### config.mk
export PLATFORM = sky130hd
export DESIGN_NAME = tm_argmax_sequencer
export DESIGN_NICKNAME = d
export VERILOG_FILES = /design/src/rtl/tm_pkg.sv /design/src/rtl/tm_sum_clamp.sv /design/src/rtl/tm_argmax_sequencer.sv
export SDC_FILE = /design/constraint.sdc
export NUM_CORES = 1
export LEC_CHECK = 0
export ABC_AREA = 0
export CORE_UTILIZATION = 55
export DETAILED_ROUTE_END_ITERATION = 6
export PLACE_DENSITY = 0.81
export SYNTH_ARGS = -nofsm -noshare
export SYNTH_HDL_FRONTEND = slang
export SYNTH_SLANG_ARGS = --single-unit
### constraint.sdc
create_clock -name clk -period 17.5 [get_ports clk]
set_clock_uncertainty 0.1 [all_clocks]
set_input_delay 3.5 -clock clk [delete_from_list [all_inputs] [get_ports clk]]
set_output_delay 3.5 -clock clk [all_outputs]
set_load 0.01 [all_outputs]
### src/rtl/tm_pkg.sv
// tm_pkg: shared defaults and FSM state encoding for the TM argmax sequencer.
// Optional build macro: TM_CLAMP_EN enables per-class saturation at capture.
package tm_pkg;

   localparam int TM_NUM_CLASSES = 10;
   localparam int TM_INT_SIZE    = 32;
   localparam int TM_IDX_W       = 4;
   localparam logic signed [31:0] TM_THRESHOLD = 32'sd15;

   typedef enum logic [1:0] {
      IDLE = 2'd0,
      SCAN = 2'd1,
      DONE = 2'd2
   } tm_state_e;

endpackage

### src/rtl/tm_sum_clamp.sv
// tm_sum_clamp: combinational signed saturator, limits a sum to [-THRESHOLD, +THRESHOLD].
// Instantiated once per class by tm_argmax_sequencer when TM_CLAMP_EN is defined.
module tm_sum_clamp #(
   parameter int INT_SIZE = 32,
   parameter logic signed [INT_SIZE-1:0] THRESHOLD = INT_SIZE'(15)
) (
   input  logic signed [INT_SIZE-1:0] i_sum,
   output logic signed [INT_SIZE-1:0] o_sum
);

   localparam logic signed [INT_SIZE-1:0] NEG_THRESHOLD = -THRESHOLD;

   // Saturate above and below; values inside the band pass through untouched.
   always_comb begin
      o_sum = i_sum;
      if (i_sum > THRESHOLD) begin
         o_sum = THRESHOLD;
      end else if (i_sum < NEG_THRESHOLD) begin
         o_sum = NEG_THRESHOLD;
      end
   end

endmodule

### src/rtl/tm_argmax_sequencer.sv
// tm_argmax_sequencer: captures the classifier's signed class sums on the rising
// edge of full_done, scans them one class per cycle for the argmax, and offers the
// winning class and sum on a valid/ready handshake.
// Optional build macro: TM_CLAMP_EN saturates each sum to +/-THRESHOLD at capture.
module tm_argmax_sequencer
   import tm_pkg::*;
#(
   parameter int NUM_CLASSES = TM_NUM_CLASSES,
   parameter int INT_SIZE    = TM_INT_SIZE,
   parameter int IDX_W       = TM_IDX_W,
   parameter logic signed [INT_SIZE-1:0] THRESHOLD = TM_THRESHOLD
) (
   input  logic                            clk,
   input  logic                            rst_flag,
   input  logic                            full_done,
   input  logic [NUM_CLASSES*INT_SIZE-1:0] class_sums,
   input  logic                            pred_ready,
   output logic                            pred_valid,
   output logic [IDX_W-1:0]                pred_class,
   output logic [INT_SIZE-1:0]             pred_sum,
   output logic                            busy
);

   localparam logic [IDX_W-1:0] LAST_IDX = IDX_W'(NUM_CLASSES - 1);

   // Reject configurations the index width or class count cannot support.
   generate
      if ((NUM_CLASSES < 2) || (NUM_CLASSES > 16) || ((1 << IDX_W) < NUM_CLASSES) ||
          (THRESHOLD < 0)) begin : g_bad_param
         $error("tm_argmax_sequencer: illegal parameter combination");
      end
   endgenerate

   tm_state_e                  r_state;
   logic                       r_done_q;
   logic signed [INT_SIZE-1:0] r_sum [NUM_CLASSES];
   logic signed [INT_SIZE-1:0] r_best_sum;
   logic [IDX_W-1:0]           r_best_idx;
   logic [IDX_W-1:0]           r_scan_idx;
   logic                       r_pred_valid;
   logic [IDX_W-1:0]           r_pred_class;
   logic signed [INT_SIZE-1:0] r_pred_sum;
   logic                       r_busy;

   logic signed [INT_SIZE-1:0] w_cap [NUM_CLASSES];
   logic                       w_start;
   logic                       w_capture;
   logic signed [INT_SIZE-1:0] w_cur;
   logic                       w_better;
   logic signed [INT_SIZE-1:0] w_win_sum;
   logic [IDX_W-1:0]           w_win_idx;

   // Per-class slice of the flat input bus, optionally saturated before storage.
   generate
      for (genvar gi = 0; gi < NUM_CLASSES; gi++) begin : g_class
         logic signed [INT_SIZE-1:0] w_raw;
         assign w_raw = class_sums[gi*INT_SIZE +: INT_SIZE];
`ifdef TM_CLAMP_EN
         tm_sum_clamp #(
            .INT_SIZE  (INT_SIZE),
            .THRESHOLD (THRESHOLD)
         ) u_clamp (
            .i_sum (w_raw),
            .o_sum (w_cap[gi])
         );
`else
         assign w_cap[gi] = w_raw;
`endif
      end
   endgenerate

   // A start is a fresh rising edge of full_done; only IDLE acts on it, so an
   // edge arriving while busy or holding a result is simply lost.
   assign w_start   = full_done & ~r_done_q;
   assign w_capture = (r_state == IDLE) & w_start;

   // Strict compare keeps the earlier (lower) index on ties.
   assign w_cur     = r_sum[r_scan_idx];
   assign w_better  = (w_cur > r_best_sum);
   assign w_win_sum = w_better ? w_cur : r_best_sum;
   assign w_win_idx = w_better ? r_scan_idx : r_best_idx;

   // Snapshot of all class sums, taken on the capture cycle.
   always_ff @(posedge clk) begin
      if (rst_flag) begin
         for (int i = 0; i < NUM_CLASSES; i++) begin
            r_sum[i] <= '0;
         end
      end else if (w_capture) begin
         for (int i = 0; i < NUM_CLASSES; i++) begin
            r_sum[i] <= w_cap[i];
         end
      end
   end

   // Control FSM: capture, linear scan, then hold the result until accepted.
   always_ff @(posedge clk) begin
      if (rst_flag) begin
         r_state      <= IDLE;
         r_done_q     <= 1'b0;
         r_best_sum   <= '0;
         r_best_idx   <= '0;
         r_scan_idx   <= '0;
         r_pred_valid <= 1'b0;
         r_pred_class <= '0;
         r_pred_sum   <= '0;
         r_busy       <= 1'b0;
      end else begin
         r_done_q <= full_done;
         case (r_state)
            IDLE: begin
               if (w_start) begin
                  // Class 0 seeds the running best straight from the bus.
                  r_best_sum <= w_cap[0];
                  r_best_idx <= '0;
                  r_scan_idx <= IDX_W'(1);
                  r_busy     <= 1'b1;
                  r_state    <= SCAN;
               end
            end
            SCAN: begin
               r_best_sum <= w_win_sum;
               r_best_idx <= w_win_idx;
               r_scan_idx <= r_scan_idx + IDX_W'(1);
               if (r_scan_idx == LAST_IDX) begin
                  r_busy       <= 1'b0;
                  r_pred_valid <= 1'b1;
                  r_pred_class <= w_win_idx;
                  r_pred_sum   <= w_win_sum;
                  r_state      <= DONE;
               end
            end
            DONE: begin
               if (pred_ready) begin
                  r_pred_valid <= 1'b0;
                  r_state      <= IDLE;
               end
            end
            default: begin
               r_state <= IDLE;
            end
         endcase
      end
   end

   assign pred_valid = r_pred_valid;
   assign pred_class = r_pred_class;
   assign pred_sum   = r_pred_sum;
   assign busy       = r_busy;

endmodule

==> results_tabular.tex, run 1 <==
\begin{tabular}{lr}
\hline
Metric & Value \\
\hline
\multicolumn{2}{l}{\textbf{Run status}} \\
Status & finished with violations \\
Failing checks & max-slew violations \\
\multicolumn{2}{l}{\textbf{Synthesis}} \\
Proportion of register bits with asynchronous set or reset after synthesis & 0\% \\
Synthesized net count & 1849 \\
Dominant cells by area after synthesis & sky130\_fd\_sc\_hd\_\_edfxtp\_1 (51\%), sky130\_fd\_sc\_hd\_\_and3\_1 (11\%), sky130\_fd\_sc\_hd\_\_dfxtp\_1 (9.0\%), sky130\_fd\_sc\_hd\_\_mux4\_2 (7.6\%), sky130\_fd\_sc\_hd\_\_clkbuf\_1 (2.3\%) \\
Dominant cell type by area after synthesis & sky130\_fd\_sc\_hd\_\_edfxtp\_1 \\
Number of library cell types mapped by synthesis & 54 \\
Number of synthesized register bits & 405 \\
Top flip-flop cell by instance count after synthesis & sky130\_fd\_sc\_hd\_\_edfxtp\_1 \\
Netlist area before placement & 0.0190 mm\^{}2 \\
Cell count after synthesis & 1491 \\
Top cell types by occurrence after synthesis & sky130\_fd\_sc\_hd\_\_and3\_1 (322), sky130\_fd\_sc\_hd\_\_edfxtp\_1 (320), sky130\_fd\_sc\_hd\_\_clkbuf\_1 (117), sky130\_fd\_sc\_hd\_\_dfxtp\_1 (85), sky130\_fd\_sc\_hd\_\_mux4\_2 (64) \\
Syn avg cell area & 12.7 um\^{}2 \\
Most common cell in the netlist & sky130\_fd\_sc\_hd\_\_and3\_1 \\
Fraction of post-synthesis cell area in the top cell type by area & 50.6\% \\
Number of flops mapped to enable cells by yosys & 320 \\
Total of warnings raised by yosys & 0 \\
Fraction of the yosys area taken by sequential cells & about three fifths \\
\multicolumn{2}{l}{\textbf{Clock network}} \\
CTS clock-pin slew for the worst setup and hold paths & 60 ps \\
Clock Tree Root & sky130\_fd\_sc\_hd\_\_clkbuf\_16 \\
CTS resizes & 0 \\
Clock H-tree levels & 2 \\
Count of hold-fix buffers inserted at cts & 0 \\
Total clock sinks & 405 \\
Clock tree from TritonCTS & yes \\
Source-to-sink clock delay at the later pin of the worst-skew pair & about 540 ps \\
Number of setup buffers added after CTS & 0 \\
Number of buffers created by CTS & 42 \\
Maximum root-to-sink buffer count & 3 \\
\multicolumn{2}{l}{\textbf{Placement}} \\
Routability Congestion & around 0.9 \\
Post-placement cell area & 0.0227 mm\^{}2 \\
Placed wire-length estimate after detailed placement & 34800 um \\
Minimum setup slack after placement & about 11000 ps \\
Number of input and output port buffers inserted & about 360 \\
\multicolumn{2}{l}{\textbf{Worst setup path}} \\
Signal arrival time at the worst endpoint & 6810 ps \\
WS Path Type & flip-flop to flip-flop \\
Data required time at the worst endpoint & 17810 ps \\
Critical R2R Capture & pred\_sum[1]\$\_SDFFE\_PP0P\_ \\
Logic depth of the worst register-to-register path & 13 \\
Register-to-Register Setup Slack & 11010 ps \\
Startpoint type of the worst setup path & flip-flop \\
Max Fanout on Critical Path & 49 \\
Nature of the critical path endpoint & flip-flop \\
\multicolumn{2}{l}{\textbf{Finish}} \\
Nets@finish & 2117 \\
Fraction of final layout cells sized beyond drive strength 1 & 8.60\% \\
Final standard cell area without fillers & 0.0240 mm\^{}2 \\
Layout overhead on the synthesized area & 26.6\% \\
\multicolumn{2}{l}{\textbf{Routing}} \\
Routed Antenna Nets & 0 \\
Number of violations reported at the end of detailed-routing iteration 0 & 1624 \\
Routed len/inst & 23.0 um \\
Total number of vias & 14000 \\
Initial DRT Pass Iterations & 7 \\
Drt drc & 0 \\
Wire length reported by the detailed router & 51600 um \\
Detail-routed via count per cell & between 6 and 7 \\
\multicolumn{2}{l}{\textbf{Die}} \\
I/O pin total & 362 \\
Die Area & 0.0352 mm\^{}2 \\
Placeable core area & 0.0337 mm\^{}2 \\
Standard-cell row count & 67 \\
Initial core utilization & a little under three fifths \\
Die boundary width & 188 um \\
Die H & $\sim$190 um \\
\multicolumn{2}{l}{\textbf{Power}} \\
Leakage power & 9.77 nW \\
Power dissipated by switching net loads & between 0.6 and 0.7 mW \\
Switching part of the total & 25.6\% \\
Int Pwr & 1.80 mW \\
Logic gate share of total power & 16.0\% \\
Relative contribution of sequential cells to total power & 47.8\% \\
Power density over cell area & 100 mW/mm\^{}2 \\
Worst voltage drop across the vdd grid & 0.0000705 V \\
Clock power share & 36.2\% \\
\multicolumn{2}{l}{\textbf{Worst hold path}} \\
Worst hold-check path type & flip-flop to flip-flop \\
Hold path depth & 2 \\
Capture endpoint of the worst hold path & pred\_valid\$\_SDFFE\_PP0P\_ \\
Startpoint of the tightest hold check path & pred\_valid\$\_SDFFE\_PP0P\_ \\
\multicolumn{2}{l}{\textbf{STA}} \\
Final Setup Violations & 0 \\
Worst Setup Slack, final & 11010 ps \\
Hold Fails Final Rpt & 0 \\
Crit share post-route & between 30\% and 40\% \\
Accumulated negative setup slack & 0 ps \\
Max-slew violation count & 80 \\
Fmax achieved & 154 MHz \\
Slew Limit Headroom & -3.34\% \\
Unrepaired setup endpoints after global routing & no \\
Pin slew with the least headroom to its limit & 1550 ps \\
Final Critical Period & 6490 ps \\
\multicolumn{2}{l}{\textbf{Global routing}} \\
First-pass GRT wire length & 77300 um \\
Global route total overflow & 0 \\
Number of global-route vias before repair & 13400 \\
Largest net degree at the start of global routing & 356 \\
Initial antenna violation count & 12 \\
Aggregate global-route resource usage & 28.7\% \\
\multicolumn{2}{l}{\textbf{Run}} \\
Max Cap Viol & 0 \\
\hline
\end{tabular}
==> layout by cell type, fill, tap and decap left out, drive strengths merged, types with 2 or more instances in the layout <==
master / n
nor3: 6
a21o: 3
o21a: 2
a21boi: 2
edfxtp: 320
a221o: 15
nor2b: 35
a211oi: 36
nand2b: 2
and2: 2
and4: 3
a221oi: 2
mux2i: 32
nand2: 45
dfxtp: 85
nor4: 5
buf: 15
diode: 9
a31oi: 50
clkdlybuf4s50: 360
and3: 322
nand3: 26
clkinv: 15
a21oi: 55
nor2: 13
clkbuf: 57
bufinv: 3
mux4: 64
o21ai: 79
o211a: 13
ha: 34
inv: 35
nand4: 38
nand3b: 2
==> sequential cells by signal, summed over array words and instances (netlist names), 2 cells and up, named ones only <==
name / cells
r_sum: 320
r_state: 2
pred_sum: 32
pred_class: 4
r_scan_idx: 4
r_best_sum: 32
r_best_idx: 4
==> stage by stage <==
stage | hold slack (ps) | instances | total power, mW | util (%)
2_1_floorplan | 351 | 1491 | 1.41 | -
3_3_place_gp | 348 | 2163 | 1.54 | 67.3
3_5_place_dp | 366 | 2163 | 1.55 | 67.3
4_1_cts | 377 | 2239 | 2.42 | 71.2
5_1_grt | 406 | 2246 | 2.49 | 71.3
6_report | 373 | 2248 | 2.41 | 71.3
==> power groups by stage <==
| stage | clock network [mW] | registers (mW) | logic, mW |
|---|---|---|---|
| after floorplan | 0 | 1.17 | 0.242 |
| after global placement | 0 | 1.17 | 0.372 |
| after detailed placement | 0 | 1.17 | 0.378 |
| after CTS | 0.881 | 1.15 | 0.381 |
| after global routing | 0.916 | 1.16 | 0.415 |
| final | 0.873 | 1.15 | 0.387 |
==> critical path, stage by stage, from the launching register on <==
cell and delay (ps):
sky130_fd_sc_hd__dfxtp_4 970, sky130_fd_sc_hd__buf_4 860, sky130_fd_sc_hd__mux4_2 590, sky130_fd_sc_hd__nor2b_1 140, sky130_fd_sc_hd__a211oi_1 390, sky130_fd_sc_hd__a21oi_1 140
sky130_fd_sc_hd__ha_1 350, sky130_fd_sc_hd__a21oi_1 110, sky130_fd_sc_hd__o21ai_0 120, sky130_fd_sc_hd__a221o_1 390, sky130_fd_sc_hd__o31a_1 380, sky130_fd_sc_hd__nor3_4 1040
sky130_fd_sc_hd__nor3_2 340, sky130_fd_sc_hd__a221o_1 380
==> worst max-delay path by stage <==
stage	endpoint	slack [ps]	start
after detailed placement	r_sum[6][17]$_SDFFCE_PN0P_	10780	full_done
after global routing	pred_sum[1]$_SDFFE_PP0P_	10590	flip-flop
final	pred_sum[1]$_SDFFE_PP0P_	11010	flip-flop
after floorplan	r_sum[0][0]$_SDFFCE_PN0P_	5570	full_done
after global placement	r_sum[4][20]$_SDFFCE_PN0P_	10860	full_done
after CTS	pred_sum[6]$_SDFFE_PP0P_	10980	flip-flop
==> cell families after synthesis <==
logic type / synth area share (%)
adders and majority gates: 2.24
and+or+nand+nor: 15.8
AOI/OAI and AO/OA: 8.98
DFF: 59.6
muxes: 9.34
buffers and inverters: 3.99
==> cell type report <==
cell class / instances / area, um^2
flip-flops and latches: 405 / 11300
inverters: 35 / 136
clock buffers: 57 / 1150
fillers: 2280 / 9670
clock inverters: 19 / 191
diodes: 9 / 22.5
repair buffers: 375 / 3730
multi-input cells: 900 / 6920
well taps: 448 / 561
==> routing by layer <==
layer | up-vias | global-route usage, % | wire [um]
li1 | 6341 | - | -
met5 | - | 0 | 19
met3 | 76 | 5.30 | 4650
met1 | 6858 | 41.4 | 21700
met4 | 4 | 9.44 | 1300
met2 | 758 | 44.3 | 24000
No activity file was read; power rests on OpenSTA's default activity.
==> run 2: changes to the inputs <==
--- a/config.mk
+++ b/config.mk
@@ -6,9 +6,9 @@
 export NUM_CORES = 1
 export LEC_CHECK = 0
 export ABC_AREA = 0
-export CORE_UTILIZATION = 55
+export CORE_UTILIZATION = 48
 export DETAILED_ROUTE_END_ITERATION = 6
-export PLACE_DENSITY = 0.81
+export PLACE_DENSITY = 0.75
 export SYNTH_ARGS = -nofsm -noshare
 export SYNTH_HDL_FRONTEND = slang
 export SYNTH_SLANG_ARGS = --single-unit
==> constraint.sdc (replaced) <==
create_clock -name clk -period 5.26 [get_ports clk]
set_clock_uncertainty 0.1 [all_clocks]
set_input_delay 1.052 -clock clk [delete_from_list [all_inputs] [get_ports clk]]
set_output_delay 1.052 -clock clk [all_outputs]
set_load 0.01 [all_outputs]
==> run 2 against run 1 <==
- core utilization fell by 8.4 points
- clock power rose to 3.2 times the previous value
- routed wire length increased by 6.5%
- critical path depth is 1 higher
- largest cell class unchanged
- sequential power grew to 3.3 times the previous value
- global-route usage is 1.7 points lower
- worst setup slack lost 11000 ps
- final area rose by 1.7%
- cell count increased by 4.0%
- the run now ends clean
- flip-flop and latch count stayed put
==> results_tabular.tex, run 2 (synthesized netlist as in run 1, its figures left out) <==
\begin{tabular}{lr}
\hline
Metric & Value \\
\hline
\multicolumn{2}{l}{\textbf{Clock network}} \\
Count of hold-fix buffers inserted at cts & 0 \\
CTS resizes & 0 \\
Clock Tree Root & sky130\_fd\_sc\_hd\_\_clkbuf\_16 \\
Clock tree from TritonCTS & yes \\
Total clock sinks & approximately 410 \\
Clock H-tree levels & 2 \\
CTS clock-pin slew for the worst setup and hold paths & 60 ps \\
Maximum root-to-sink buffer count & 3 \\
Source-to-sink clock delay at the later pin of the worst-skew pair & 570 ps \\
Number of buffers created by CTS & 42 \\
Number of setup buffers added after CTS & 0 \\
\multicolumn{2}{l}{\textbf{Finish}} \\
Top library cells by usage in the layout, fill and taps aside & sky130\_fd\_sc\_hd\_\_clkdlybuf4s50\_1 (360), sky130\_fd\_sc\_hd\_\_and3\_1 (322), sky130\_fd\_sc\_hd\_\_edfxtp\_1 (320) \\
Nets@finish & about 2100 \\
Number of flip-flops under the largest register name & 320 \\
Fill cells & between 2000 and 3000 \\
Final Instance Count excl. Fillers & 2338 \\
Fraction of final layout cells sized beyond drive strength 1 & 10.0\% \\
Final core utilization & between 60\% and 70\% \\
Most flops, register & r\_sum \\
Layout overhead on the synthesized area & 28.7\% \\
Leading cell type in the layout, fill and taps excluded & sky130\_fd\_sc\_hd\_\_clkdlybuf4s50\_1 \\
\multicolumn{2}{l}{\textbf{Routing}} \\
Drt drc & 0 \\
Detail-routed via count per cell & approximately 6.0 \\
Number of violations reported at the end of detailed-routing iteration 0 & around 1400 \\
Total number of vias & 14100 \\
Routed len/inst & roughly 24 um \\
Routed Antenna Nets & 0 \\
Wire length reported by the detailed router & between 50000 and 60000 um \\
Initial DRT Pass Iterations & 5 \\
\multicolumn{2}{l}{\textbf{Global routing}} \\
First-pass GRT wire length & 82400 um \\
Initial antenna violation count & 8 \\
Aggregate global-route resource usage & 27.0\% \\
Largest net degree at the start of global routing & 208 \\
Number of global-route vias before repair & 13900 \\
Global route total overflow & 0 \\
\multicolumn{2}{l}{\textbf{Power}} \\
Leakage power & 9.94 nW \\
Worst voltage drop across the vdd grid & roughly 0.00026 V \\
Power density over cell area & 329 mW/mm\^{}2 \\
\multicolumn{2}{l}{\textbf{Die}} \\
Die boundary width & 201 um \\
Standard-cell row count & 72 \\
Die Area & 0.0403 mm\^{}2 \\
Placeable core area & 0.0388 mm\^{}2 \\
Initial core utilization & 48.9\% \\
Die H & about 200 um \\
I/O pin total & around 360 \\
\multicolumn{2}{l}{\textbf{Placement}} \\
Placed wire-length estimate after detailed placement & about 38000 um \\
Number of instances in the placed design & roughly 2300 \\
Number of input and output port buffers inserted & between 300 and 400 \\
Routability Congestion & 0.947 \\
\multicolumn{2}{l}{\textbf{Worst hold path}} \\
Worst hold-check path type & flip-flop to flip-flop \\
Hold path depth & 2 \\
\multicolumn{2}{l}{\textbf{STA}} \\
Fmax achieved & between 200 and 250 MHz \\
Pin slew with the least headroom to its limit & 999 ps \\
Max-slew violation count & 0 \\
Slew Limit Headroom & 33.2\% \\
Final Setup Violations & 0 \\
Accumulated negative setup slack & 0 ps \\
Unrepaired setup endpoints after global routing & no \\
Final Critical Period & 4880 ps \\
Hold Fails Final Rpt & 0 \\
Crit share post-route & a little over 90\% \\
\multicolumn{2}{l}{\textbf{Run}} \\
Max Cap Viol & 0 \\
\multicolumn{2}{l}{\textbf{Worst setup path}} \\
Critical R2R Capture & r\_best\_sum[27]\$\_SDFFE\_PP0P\_ \\
Capturing instance or port of the critical path & r\_best\_sum[27]\$\_SDFFE\_PP0P\_ \\
Startpoint type of the worst setup path & flip-flop \\
Logic depth of the worst register-to-register path & 14 \\
WS Path Type & flip-flop to flip-flop \\
Register-to-Register Setup Slack & 380 ps \\
Max Fanout on Critical Path & 20 \\
Nature of the critical path endpoint & flip-flop \\
Data required time at the worst endpoint & 5650 ps \\
Signal arrival time at the worst endpoint & 5270 ps \\
\multicolumn{2}{l}{\textbf{Run status}} \\
Status & finished clean \\
\hline
\end{tabular}
## run 2: cell count changes in the layout (fill, tap and decap cells not counted), moves of 2 or more
cell / before / now
sky130_fd_sc_hd__buf_4: 13 / 26
sky130_fd_sc_hd__clkinv_8: 2 / 0
sky130_fd_sc_hd__buf_12: 1 / 14
sky130_fd_sc_hd__clkinv_1: 6 / 9
sky130_fd_sc_hd__clkbuf_1: 12 / 6
sky130_fd_sc_hd__diode_2: 9 / 4
sky130_fd_sc_hd__bufinv_16: 3 / 0
sky130_fd_sc_hd__clkbuf_8: 2 / 5
## run 2: area by class of cell
type | count | area (um^2) | area share, %
multi-input cells | 900 | 6930 | 28.4
clock buffers | 55 | 1190 | 4.88
inverters | 35 | 139 | 0.569
well taps | 518 | 648 | 2.65
clock inverters | 20 | 100 | 0.410
repair buffers | 401 | 4080 | 16.7
diodes | 4 | 10.0 | 0.0410
flip-flops and latches | 405 | 11300 | 46.3
## run 2: worst min path at each step
stage,start,endpoint
4_1_cts,pred_valid$_SDFFE_PP0P_,pred_valid$_SDFFE_PP0P_
5_1_grt,r_best_idx[3]$_SDFFE_PP0P_,r_best_idx[3]$_SDFFE_PP0P_
3_3_place_gp,pred_valid$_SDFFE_PP0P_,pred_valid$_SDFFE_PP0P_
3_5_place_dp,pred_valid$_SDFFE_PP0P_,pred_valid$_SDFFE_PP0P_
6_report,pred_valid$_SDFFE_PP0P_,pred_valid$_SDFFE_PP0P_
2_1_floorplan,r_best_idx[2]$_SDFFE_PP0P_,r_best_idx[2]$_SDFFE_PP0P_
## run 2: metrics by stage
| step | worst slack (ps) | area, um^2 | power (mW) | hold WS [ps] |
|---|---|---|---|---|
| final | 379 | 24400 | 8.03 | 368 |
| after global routing | 66.0 | 24400 | 8.30 | 403 |
| after CTS | 413 | 24400 | 8.05 | 368 |
| after detailed placement | 458 | 23100 | 5.24 | 360 |
| after global placement | 557 | 23100 | 5.21 | 350 |
| after floorplan | 688 | 19000 | 4.64 | 351 |
## run 2: critical path, stage by stage, from the launching register on
cell and delay, ps:
sky130_fd_sc_hd__dfxtp_4 550, sky130_fd_sc_hd__buf_12 220, sky130_fd_sc_hd__mux4_2 500, sky130_fd_sc_hd__nor2b_1 140, sky130_fd_sc_hd__a211oi_1 480, sky130_fd_sc_hd__a21oi_1 160
sky130_fd_sc_hd__ha_1 340, sky130_fd_sc_hd__nand4_1 150, sky130_fd_sc_hd__nor4_1 420, sky130_fd_sc_hd__a21boi_2 310, sky130_fd_sc_hd__o31ai_4 130, sky130_fd_sc_hd__a21boi_2 590
sky130_fd_sc_hd__buf_4 370, sky130_fd_sc_hd__o21ai_0 150, sky130_fd_sc_hd__a31oi_1 150
## run 2: report_power, final
group	leakage (nW)	switching [mW]	internal, mW
sequential	4.13	0.106	3.71
clock	0.640	1.24	1.59
combinational	5.17	0.758	0.625
total	9.94	2.10	5.93
## run 2: metal layers
metal	vias to the layer above	track usage [%]	routed length (um)
li1	6383	-	-
met1	6848	37.8	23200
met2	723	41.8	25200
met5	-	0	55
met4	8	9.98	1680
met3	107	5.68	4880
